==> config.mk <==
export PLATFORM = sky130hd
export DESIGN_NAME = fetch_unit
export DESIGN_NICKNAME = d
export VERILOG_FILES = /design/src/rtl/fetch_unit.sv
export SDC_FILE = /design/constraint.sdc
export NUM_CORES = 1
export LEC_CHECK = 0
export BUFFER_PORTS_ARGS = -buffer_cell sky130_fd_sc_hd__buf_2
export CAP_MARGIN = 5
export CORE_MARGIN = 2
export CORE_UTILIZATION = 59
export CTS_CLUSTER_SIZE = 14
export DETAILED_ROUTE_END_ITERATION = 6
export GPL_TIMING_DRIVEN = 1
export MAX_ROUTING_LAYER = met4
export PLACE_DENSITY = 0.84
export SYNTH_ARGS = -nofsm -noshare
export SYNTH_HDL_FRONTEND = slang
export SYNTH_SLANG_ARGS = --single-unit
==> constraint.sdc <==
create_clock -name clk -period 7.3 [get_ports clk]
set_input_delay 0.365 -clock clk [delete_from_list [all_inputs] [get_ports clk]]
set_output_delay 0.365 -clock clk [all_outputs]
set_load 0.02 [all_outputs]
==> src/rtl/fetch_unit.sv <==
// Instruction-fetch initiator for a one-cycle-latency BRAM, with a small {instr, pc} FIFO toward decode.
// Optional perf counters (perf_fetched, perf_stall) are enabled by defining FETCH_PERF_CNT_EN.
module fetch_unit #(
  parameter int unsigned         ADDR_WIDTH = 9,
  parameter int unsigned         DATA_WIDTH = 32,
  parameter int unsigned         PC_WIDTH   = 32,
  parameter logic [PC_WIDTH-1:0] RESET_PC   = '0,
  parameter int unsigned         BUF_DEPTH  = 2
) (
  input  logic                  clk,
  input  logic                  rst,
  output logic [ADDR_WIDTH-1:0] icache_addr,
  input  logic [DATA_WIDTH-1:0] icache_rdata,
  input  logic                  redirect_valid,
  input  logic [PC_WIDTH-1:0]   redirect_pc,
  output logic                  out_valid,
  input  logic                  out_ready,
  output logic [DATA_WIDTH-1:0] out_instr,
  output logic [PC_WIDTH-1:0]   out_pc
`ifdef FETCH_PERF_CNT_EN
  ,
  output logic [31:0]           perf_fetched,
  output logic [31:0]           perf_stall
`endif
);

  localparam int unsigned PTR_W = $clog2(BUF_DEPTH);
  localparam int unsigned CNT_W = $clog2(BUF_DEPTH + 1) + 1;

  logic [PC_WIDTH-1:0]   pc_q, pc_d;
  logic                  inflight_q, inflight_d;
  logic [PC_WIDTH-1:0]   inflight_pc_q, inflight_pc_d;
  logic [CNT_W-1:0]      occ_q, occ_d;
  logic [PTR_W-1:0]      rd_ptr_q, rd_ptr_d, wr_ptr_q, wr_ptr_d;
  logic [DATA_WIDTH-1:0] instr_q [BUF_DEPTH];
  logic [DATA_WIDTH-1:0] instr_d [BUF_DEPTH];
  logic [PC_WIDTH-1:0]   epc_q [BUF_DEPTH];
  logic [PC_WIDTH-1:0]   epc_d [BUF_DEPTH];
  logic                  pop, push, issue;
  logic [1:0]            unused_rpc_lo;

  function automatic logic [PTR_W-1:0] ptr_inc(input logic [PTR_W-1:0] p);
    return (32'(p) == BUF_DEPTH - 1) ? '0 : p + PTR_W'(1);
  endfunction

  assign unused_rpc_lo = redirect_pc[1:0];
  assign icache_addr   = pc_q[ADDR_WIDTH+1:2];
  assign out_valid     = (occ_q != '0);
  assign out_instr     = instr_q[rd_ptr_q];
  assign out_pc        = epc_q[rd_ptr_q];

  assign pop  = out_valid & out_ready;
  assign push = inflight_q & ~redirect_valid;
  // Credit check counts the in-flight read so a returning word always finds a free slot.
  assign issue = ~redirect_valid &
                 ((occ_q + CNT_W'(inflight_q) - CNT_W'(pop)) < CNT_W'(BUF_DEPTH));

  always_comb begin
    pc_d          = pc_q;
    inflight_d    = 1'b0;
    inflight_pc_d = inflight_pc_q;
    occ_d         = occ_q;
    rd_ptr_d      = rd_ptr_q;
    wr_ptr_d      = wr_ptr_q;
    instr_d       = instr_q;
    epc_d         = epc_q;
    if (redirect_valid) begin
      pc_d     = {redirect_pc[PC_WIDTH-1:2], 2'b00};
      occ_d    = '0;
      rd_ptr_d = '0;
      wr_ptr_d = '0;
    end else begin
      if (issue) begin
        inflight_d    = 1'b1;
        inflight_pc_d = pc_q;
        pc_d          = pc_q + PC_WIDTH'(4);
      end
      if (push) begin
        instr_d[wr_ptr_q] = icache_rdata;
        epc_d[wr_ptr_q]   = inflight_pc_q;
        wr_ptr_d          = ptr_inc(wr_ptr_q);
      end
      if (pop) rd_ptr_d = ptr_inc(rd_ptr_q);
      occ_d = occ_q + CNT_W'(push) - CNT_W'(pop);
    end
  end

  always_ff @(posedge clk) begin
    if (rst) begin
      pc_q       <= RESET_PC;
      inflight_q <= 1'b0;
      occ_q      <= '0;
      rd_ptr_q   <= '0;
      wr_ptr_q   <= '0;
    end else begin
      pc_q       <= pc_d;
      inflight_q <= inflight_d;
      occ_q      <= occ_d;
      rd_ptr_q   <= rd_ptr_d;
      wr_ptr_q   <= wr_ptr_d;
    end
  end

  always_ff @(posedge clk) begin
    inflight_pc_q <= inflight_pc_d;
    instr_q       <= instr_d;
    epc_q         <= epc_d;
  end

`ifdef FETCH_PERF_CNT_EN
  logic [31:0] perf_fetched_q, perf_fetched_d, perf_stall_q, perf_stall_d;

  always_comb begin
    perf_fetched_d = perf_fetched_q;
    perf_stall_d   = perf_stall_q;
    if (pop && perf_fetched_q != '1) perf_fetched_d = perf_fetched_q + 32'd1;
    if (out_valid && !out_ready && perf_stall_q != '1) perf_stall_d = perf_stall_q + 32'd1;
  end

  always_ff @(posedge clk) begin
    if (rst) begin
      perf_fetched_q <= '0;
      perf_stall_q   <= '0;
    end else begin
      perf_fetched_q <= perf_fetched_d;
      perf_stall_q   <= perf_stall_d;
    end
  end

  assign perf_fetched = perf_fetched_q;
  assign perf_stall   = perf_stall_q;
`endif

endmodule
==> flow_summary.json, run 1 <==
{
  "post_cts_buffers": 0,
  "critical_path.endpoint_type": "flip-flop",
  "setup_tns_ns": 0,
  "die_h_um": 117,
  "crit_type": "reg -> reg",
  "mostFrequentLayoutCell": "edfxtp_1",
  "grt_pass1_wl_um": 20600,
  "fp.dieW_um": 117,
  "worst_slew_pin_slew_ns": 0.843,
  "ys_ff_latch": 190,
  "antenna_left": 0,
  "grt_pass1_vias": 4172,
  "p_switching_mw": 0.536,
  "synth-edff-count": 154,
  "ys.flop_type": "edfxtp_1",
  "avgSynthCellArea_um2": 15.9,
  "p_comb_share_pct": 8.1,
  "ios": 142,
  "rsz0062_at_grt": "false",
  "cts_buffers": 17,
  "max_freq_mhz": 287,
  "drc": 0,
  "totalWireLength_um": 13800,
  "grt_antenna_before_repair": 0,
  "dieArea_um2": 13600,
  "grt_use_total_pct": 21.0,
  "drt-pass1-iter-count": 4,
  "cts_tree": "built",
  "coreArea_um2": 12500,
  "rows": 41,
  "post-route-util_pct": 71.0,
  "cts-hold-fix-buffers": 0,
  "place_area_um2": 8290,
  "drv_slew": 0,
  "vias": 4250,
  "cts_resized": 0,
  "cp.required_ns": 7.64,
  "io_buffers": 137,
  "hp-class": "in -> reg",
  "final_cell_area_um2": 8890,
  "clk_path_buf_depth": 2,
  "root_buffer": "clkbuf_16",
  "drt-initial-drc-count": 291,
  "synth_async_sr_flop_share_pct": 0,
  "gp_congestion": 0.853,
  "path_clk_slew_ns": 0.06,
  "fillers": 854,
  "finClkSkew_ns": 0.0205,
  "p_leak_nw": 3.18,
  "ys_seq_area_share_pct": 71.2,
  "period_needed_ns": 3.49,
  "start_util_pct": 60.0,
  "nets": 681,
  "seqPwrFrac_pct": 53.5,
  "drive_gt1_share_pct": 41.3,
  "dpl.cell_count": 760,
  "final_cells": 792,
  "hold_violations": 0,
  "cts.sinks": 190,
  "pwr-share-clk_pct": 38.5,
  "p_int_mw": 1.88,
  "total_power_mw": 2.41,
  "synth_area_um2": 7510,
  "start_kind": "flip-flop",
  "fin_crit_sh_pct": 47.8,
  "synth.distinct_cells": 46,
  "htreeDepth": 4,
  "routedWlPerCell_um": 17.4,
  "syn2layout_area_growth_pct": 18.4,
  "final_cell_mix": "edfxtp_1, buf_2, mux2_2",
  "viasPerCell": 5.37,
  "overflow": 0,
  "final-setup-viol-count": 0,
  "switching_share_pct": 22.2,
  "vdd_drop_max_uv": 162,
  "p_per_area_nw_per_um2": 271,
  "maxCapViolCount": 0,
  "diodes": 0,
  "yosysWarningCount": 0,
  "clkLatencyLatePin_ns": 0.43,
  "dp_hpwl_um": 8740,
  "slew_headroom_pct": 43.8,
  "cp_max_fo": 10,
  "grt_max_degree": 63,
  "postSynthCellCount": 473,
  "outcome": "finished, final reports clean",
  "arrival_ns": 3.83
}
-- per-layer routing --
layer,global-route usage [%],wire (um),vias up
met5,-,0,-
li1,-,-,2040
met2,35.1,6970,160
met4,7.37,142,0
met1,24.9,5740,2038
met3,5.30,949,12
-- power groups by stage --
stage	Sequential (mW)	Combinational [mW]	Clock, mW
after detailed placement	1.31	0.195	0
after CTS	1.29	0.197	0.940
after global routing	1.30	0.212	0.975
final	1.29	0.194	0.927
after global placement	1.31	0.189	0
after floorplan	1.30	0.132	0
-- logic make-up (layout without fill, tap and decap cells) --
group / Yosys count / after routing / share of synthesized area (%)
AND/OR/NAND/NOR: 107 / 107 / 8.07
AO/OA/AOI/OAI: 40 / 40 / 3.77
buffers and inverters: 38 / 184 / 2.85
other: 1 / 2 / 0.0500
flip-flops: 190 / 190 / 71.2
XOR/XNOR: 29 / 29 / 3.57
multiplexers: 62 / 62 / 9.30
adder cells (fa/ha/maj): 6 / 6 / 1.20
-- registers in the layout, summed over array words and instances, names as in the netlist --
| signal | count |
|---|---|
| epc_q | 60 |
| inflight_pc_q | 30 |
| rd_ptr_q | 1 |
| instr_q | 64 |
| pc_q | 30 |
| wr_ptr_q | 1 |
| inflight_q | 1 |
| occ_q | 3 |
-- cells in the mapped netlist (6+ instances only) --
| cell | n | area, um2 |
|---|---|---|
| a211oi_1 | 15 | 113 |
| buf_1 | 6 | 22.5 |
| buf_4 | 11 | 82.6 |
| clkbuf_1 | 7 | 26.3 |
| dfxtp_1 | 36 | 721 |
| edfxtp_1 | 154 | 4620 |
| inv_1 | 9 | 33.8 |
| mux2_2 | 62 | 698 |
| nand2_1 | 20 | 75.1 |
| nand3_1 | 10 | 50.1 |
| nand4_1 | 6 | 37.5 |
| nor2_1 | 28 | 105 |
| nor4_1 | 6 | 37.5 |
| o21ai_0 | 7 | 35.0 |
| xnor2_1 | 22 | 193 |
| xor2_1 | 6 | 52.6 |
-- worst paths after layout --
check | start | endpoint | slack, ns | cells after the start
worst min register to register | inflight_pc_q[21] | epc_q[53] | 0.45 | 0
worst min-delay path | icache_rdata[23] | instr_q[23] | 0.13 | 1
worst max-delay path | occ_q[1] | pc_q[16] | 3.81 | 9
worst max register to register | occ_q[1] | pc_q[16] | 3.81 | 9
-- final cells by class --
type / count / area [um2] / area share [%]
inverters: 10 / 37.5 / 0.422
repair buffers: 142 / 723 / 8.13
clock inverters: 12 / 159 / 1.79
clock buffers: 20 / 447 / 5.02
flip-flops and latches: 190 / 5350 / 60.1
multi-input cells: 246 / 1960 / 22.1
well taps: 172 / 215 / 2.42
-- through the flow --
step           hold WS, ns  setup slack (ns)
6_report             0.128              3.81
5_1_grt              0.118              3.66
4_1_cts              0.114              3.80
3_5_place_dp         0.432              3.85
3_3_place_gp         0.425              3.96
2_1_floorplan        0.421              3.25
-- critical path, cell delays in order (launching register included) --
cell      delay [ns]
dfxtp_1         0.37
or3_1           0.40
and2_1          0.21
ha_1            0.29
nand2b_1        0.16
fa_1            0.41
xnor3_1         0.40
nand3_1         0.36
or3_2           0.52
a311oi_1        0.28
Note: power is estimated with default switching activity, not from simulation.
==> run 2, diff against run 1 <==
--- a/config.mk
+++ b/config.mk
@@ -8,12 +8,12 @@
 export BUFFER_PORTS_ARGS = -buffer_cell sky130_fd_sc_hd__buf_2
 export CAP_MARGIN = 5
 export CORE_MARGIN = 2
-export CORE_UTILIZATION = 59
+export CORE_UTILIZATION = 55
 export CTS_CLUSTER_SIZE = 14
 export DETAILED_ROUTE_END_ITERATION = 6
 export GPL_TIMING_DRIVEN = 1
 export MAX_ROUTING_LAYER = met4
-export PLACE_DENSITY = 0.84
+export PLACE_DENSITY = 0.79
 export SYNTH_ARGS = -nofsm -noshare
 export SYNTH_HDL_FRONTEND = slang
 export SYNTH_SLANG_ARGS = --single-unit
==> constraint.sdc (replaced) <==
create_clock -name clk -period 3.6 [get_ports clk]
set_input_delay 0.18 -clock clk [delete_from_list [all_inputs] [get_ports clk]]
set_output_delay 0.18 -clock clk [all_outputs]
set_load 0.02 [all_outputs]
==> flow_summary.json, run 2 (synthesis gave the netlist of run 1 again) <==
{
  "grt_pass1_wl_um": 22200,
  "ios": 142,
  "maxCapViolCount": 0,
  "nets": 721,
  "cts_resized": 0,
  "pwr-share-clk_pct": 38.1,
  "syn2layout_area_growth_pct": 24.1,
  "p_int_mw": 3.83,
  "drv_slew": 0,
  "dp_hpwl_um": 9210,
  "fillers": 870,
  "final-setup-viol-count": 0,
  "drt-initial-drc-count": 295,
  "rsz0062_at_grt": "false",
  "cp_max_fo": 8,
  "cts_tree": "built",
  "diodes": 0,
  "totalWireLength_um": 14400,
  "cts.sinks": 190,
  "multi_input_area_um2": 1960,
  "max_freq_mhz": 295,
  "reg_top3": "instr_q x64, epc_q x60",
  "start_kind": "flip-flop",
  "drive_gt1_share_pct": 39.4,
  "cp.required_ns": 3.93,
  "p_leak_nw": 3.37,
  "period_needed_ns": 3.39,
  "root_buffer": "clkbuf_16",
  "critical_path.endpoint_type": "flip-flop",
  "post_cts_buffers": 0,
  "slew_headroom_pct": 41.5,
  "antenna_left": 0,
  "hold_violations": 0,
  "fp.dieW_um": 121,
  "grt_antenna_before_repair": 0,
  "gp_congestion": 0.854,
  "coreArea_um2": 13300,
  "dieArea_um2": 14600,
  "dpl.cell_count": 767,
  "seqPwrFrac_pct": 53.0,
  "p_per_area_nw_per_um2": 530,
  "htreeDepth": 4,
  "outcome": "finished, final reports clean",
  "crit_type": "reg -> reg",
  "vdd_drop_max_uv": 278,
  "start_util_pct": 56.5,
  "setup_tns_ns": 0,
  "p_switching_mw": 1.10,
  "p_comb_share_pct": 8.9,
  "grt_max_degree": 63,
  "clk_path_buf_depth": 2,
  "rows": 42,
  "hp-class": "in -> reg",
  "drc": 0,
  "io_buffers": 137,
  "finClkSkew_ns": 0.00820,
  "grt_use_total_pct": 20.9,
  "viasPerCell": 5.34,
  "clkLatencyLatePin_ns": 0.42,
  "die_h_um": 121,
  "worst_slew_pin_slew_ns": 0.877,
  "seqCellArea_um2": 5350,
  "cts_buffers": 17,
  "fin_crit_sh_pct": 94.3,
  "arrival_ns": 3.72,
  "largest_register_ffs": 64,
  "grt_pass1_vias": 4553,
  "path_clk_slew_ns": 0.07,
  "vias": 4467,
  "regMostFlops": "instr_q",
  "switching_share_pct": 22.4,
  "routedWlPerCell_um": 17.3,
  "final_cells": 836,
  "mostFrequentLayoutCell": "edfxtp_1",
  "drt-pass1-iter-count": 5,
  "overflow": 0,
  "final_cell_mix": "edfxtp_1, buf_2, mux2_2"
}
run 2: power by group through the flow:
stage	Combinational [mW]	Clock (mW)	Sequential, mW
2_1_floorplan	0.269	0	2.64
3_3_place_gp	0.395	0	2.65
3_5_place_dp	0.407	0	2.66
4_1_cts	0.441	1.92	2.62
5_1_grt	0.475	2.00	2.63
6_report	0.438	1.88	2.62
run 2: area by class of cell:
class,instances,area share (%)
sequential,190,57.4
clock buffer,18,4.72
multi-input combinational,246,21.1
inverter,10,0.403
clock inverter,14,1.79
timing repair buffer,182,12.3
tap,176,2.36
run 2: path summary, 6_finish.rpt:
path         slack (ns)  cells past startpoint         to               from
max reg2reg        0.21                     10    pc_q[8]           occ_q[1]
max                0.21                     10    pc_q[8]           occ_q[1]
min reg2reg        0.44                      0  epc_q[10]  inflight_pc_q[10]
min                0.01                      3    pc_q[4]     redirect_pc[4]
run 2: critical path, stage by stage (launching register included):
cell and delay (ns):
dfxtp_1 0.38, or3_1 0.41, and2_1 0.21, ha_1 0.28, nand2b_1 0.16, fa_1 0.41
xnor3_1 0.42, nand3_1 0.20, buf_4 0.21, or3_1 0.35, a311oi_1 0.26
run 2: repair_timing:
item                                    4_1_cts  5_1_grt
endpoints found under the setup margin        0        0
hold buffers                                 37        0
hold endpoints to repair                     69        0
run 2: metrics by stage:
step	hold slack (ns)	instance area (um2)	util [%]	setup slack [ns]	total power, mW
3_3_place_gp	0.369	8340	62.7	0.399	3.05
3_5_place_dp	0.373	8340	62.7	0.280	3.07
5_1_grt	0.0222	9310	70.1	0.0569	5.10
6_report	0.0123	9310	70.1	0.207	4.94
2_1_floorplan	0.279	7510	-	0.0315	2.91
4_1_cts	0.00696	9310	70.1	0.231	4.98
run 2: routing by layer:
metal  GRT usage, %  routed length, um
met1           24.5               5960
met2           34.9               7320
met3           4.53                890
met4           9.16                257
met5              -                  0
==> run 3, diff against run 2 <==
--- a/config.mk
+++ b/config.mk
@@ -5,7 +5,7 @@
 export SDC_FILE = /design/constraint.sdc
 export NUM_CORES = 1
 export LEC_CHECK = 0
-export BUFFER_PORTS_ARGS = -buffer_cell sky130_fd_sc_hd__buf_2
+export BUFFER_PORTS_ARGS = -buffer_cell sky130_fd_sc_hd__clkbuf_2
 export CAP_MARGIN = 5
 export CORE_MARGIN = 2
 export CORE_UTILIZATION = 55
==> flow_summary.json, run 3 (synthesis gave the netlist of run 1 again) <==
{
  "pwr-share-clk_pct": 38.7,
  "drv_slew": 0,
  "p_comb_share_pct": 8.9,
  "syn2layout_area_growth_pct": 24.6,
  "io_buffers": 137,
  "arrival_ns": 3.65,
  "crit_type": "reg -> reg",
  "total_power_mw": 4.99,
  "mostFrequentLayoutCell": "edfxtp_1",
  "final_cell_mix": "edfxtp_1, clkbuf_2, mux2_2",
  "vdd_drop_max_uv": 361,
  "max_freq_mhz": 298,
  "htreeDepth": 4,
  "p_switching_mw": 1.07,
  "critPathLaunch": "occ_q[1]",
  "drive_gt1_share_pct": 39.4,
  "path_clk_slew_ns": 0.07,
  "fp.dieW_um": 121,
  "post-route-util_pct": 70.4,
  "grt_pass1_vias": 4547,
  "ios": 142,
  "outcome": "finished, final reports clean",
  "largest_register_ffs": 64,
  "grt_max_degree": 43,
  "wl_met3_um": 838,
  "route.top_layer_used": "met4",
  "dieArea_um2": 14600,
  "diodes": 0,
  "clkLatencyLatePin_ns": 0.41,
  "timing.rr.start": "occ_q[1]",
  "maxCapViolCount": 0,
  "fin_crit_sh_pct": 93.1,
  "finClkSkew_ns": 0.00672,
  "dp_hpwl_um": 9260,
  "coreArea_um2": 13300,
  "antenna_left": 0,
  "hold_violations": 0,
  "root_buffer": "clkbuf_16",
  "routedWlPerCell_um": 16.8,
  "drt-pass1-iter-count": 5,
  "slew_headroom_pct": 47.5,
  "start_util_pct": 56.5,
  "rows": 42,
  "cp.required_ns": 3.90,
  "gp_congestion": 0.860,
  "seqPwrFrac_pct": 52.5,
  "drc": 0,
  "reg_top3": "instr_q x64, epc_q x60",
  "start_kind": "flip-flop",
  "worst_slew_pin_slew_ns": 0.787,
  "drt-initial-drc-count": 356,
  "hp-class": "in -> reg",
  "post_cts_buffers": 0,
  "final-setup-viol-count": 0,
  "nets": 724,
  "clk_path_buf_depth": 2,
  "m1WireLength_um": 6010,
  "min_from": "redirect_pc[13]",
  "rsz0062_at_grt": "false",
  "cts_buffers": 17,
  "cp_max_fo": 8,
  "setup_tns_ns": 0,
  "switching_share_pct": 21.4,
  "grt_antenna_before_repair": 0,
  "totalWireLength_um": 14100,
  "cts_resized": 0,
  "wl_met2_um": 7070,
  "period_needed_ns": 3.35,
  "viasPerCell": 5.34,
  "p_per_area_nw_per_um2": 533,
  "grt_pass1_wl_um": 21900,
  "critical_path.endpoint_type": "flip-flop",
  "regMostFlops": "instr_q",
  "vias": 4484,
  "overflow": 0,
  "p_leak_nw": 3.41,
  "p_int_mw": 3.92,
  "grt_use_total_pct": 20.4,
  "place_ws_ns": 0.299,
  "die_h_um": 121,
  "cts.sinks": 190,
  "cts-hold-fix-buffers": 38,
  "setup_ws_ns": 0.247,
  "cts_tree": "built"
}
==> run 3: area by class of cell <==
cell class                      count  area (um2)
Clock buffer                       21         460
Clock inverter                     11         164
Fill cell                         886        3940
Inverter                           10        37.5
Multi-Input combinational cell    246        1960
Sequential cell                   190        5350
Tap cell                          176         220
Timing Repair Buffer              185        1170
==> run 3: metal layers <==
| layer | vias to the layer above | track usage, % |
|---|---|---|
| li1 | 2129 | - |
| met1 | 2173 | 24.6 |
| met2 | 165 | 33.8 |
| met3 | 17 | 4.48 |
| met4 | 0 | 7.78 |
| met5 | - | - |
==> run 3: power by group through the flow <==
stage,Combinational [mW],Sequential [mW],Clock (mW)
finish,0.442,2.62,1.93
global route,0.480,2.63,2.07
CTS,0.446,2.62,1.97
detailed placement,0.409,2.66,0
global placement,0.399,2.65,0
floorplan,0.269,2.64,0
==> run 3: metrics by stage <==
| step | hold WS [ns] | instance area (um2) | cells |
|---|---|---|---|
| after detailed placement | 0.374 | 8350 | 769 |
| after CTS | 0.00137 | 9360 | 839 |
| after floorplan | 0.279 | 7510 | 474 |
| after global routing | 0.0272 | 9360 | 839 |
| after global placement | 0.370 | 8350 | 769 |
| final | 0.0162 | 9360 | 839 |
==> run 3: critical path, cell delays in order (launching register included) <==
cell	delay (ns)
dfxtp_1	0.37
or3_1	0.43
and2_1	0.23
ha_1	0.28
nand2b_1	0.16
fa_1	0.68
nand3_1	0.20
buf_4	0.21
or3_1	0.35
a311oi_1	0.34
==> run 3: worst paths after layout <==
path                    to  slack (ns)  cells past startpoint
hold reg to reg   epc_q[2]        0.45                      0
setup reg to reg   pc_q[8]        0.25                      9
hold / removal    pc_q[13]        0.02                      3
setup / recovery   pc_q[8]        0.25                      9
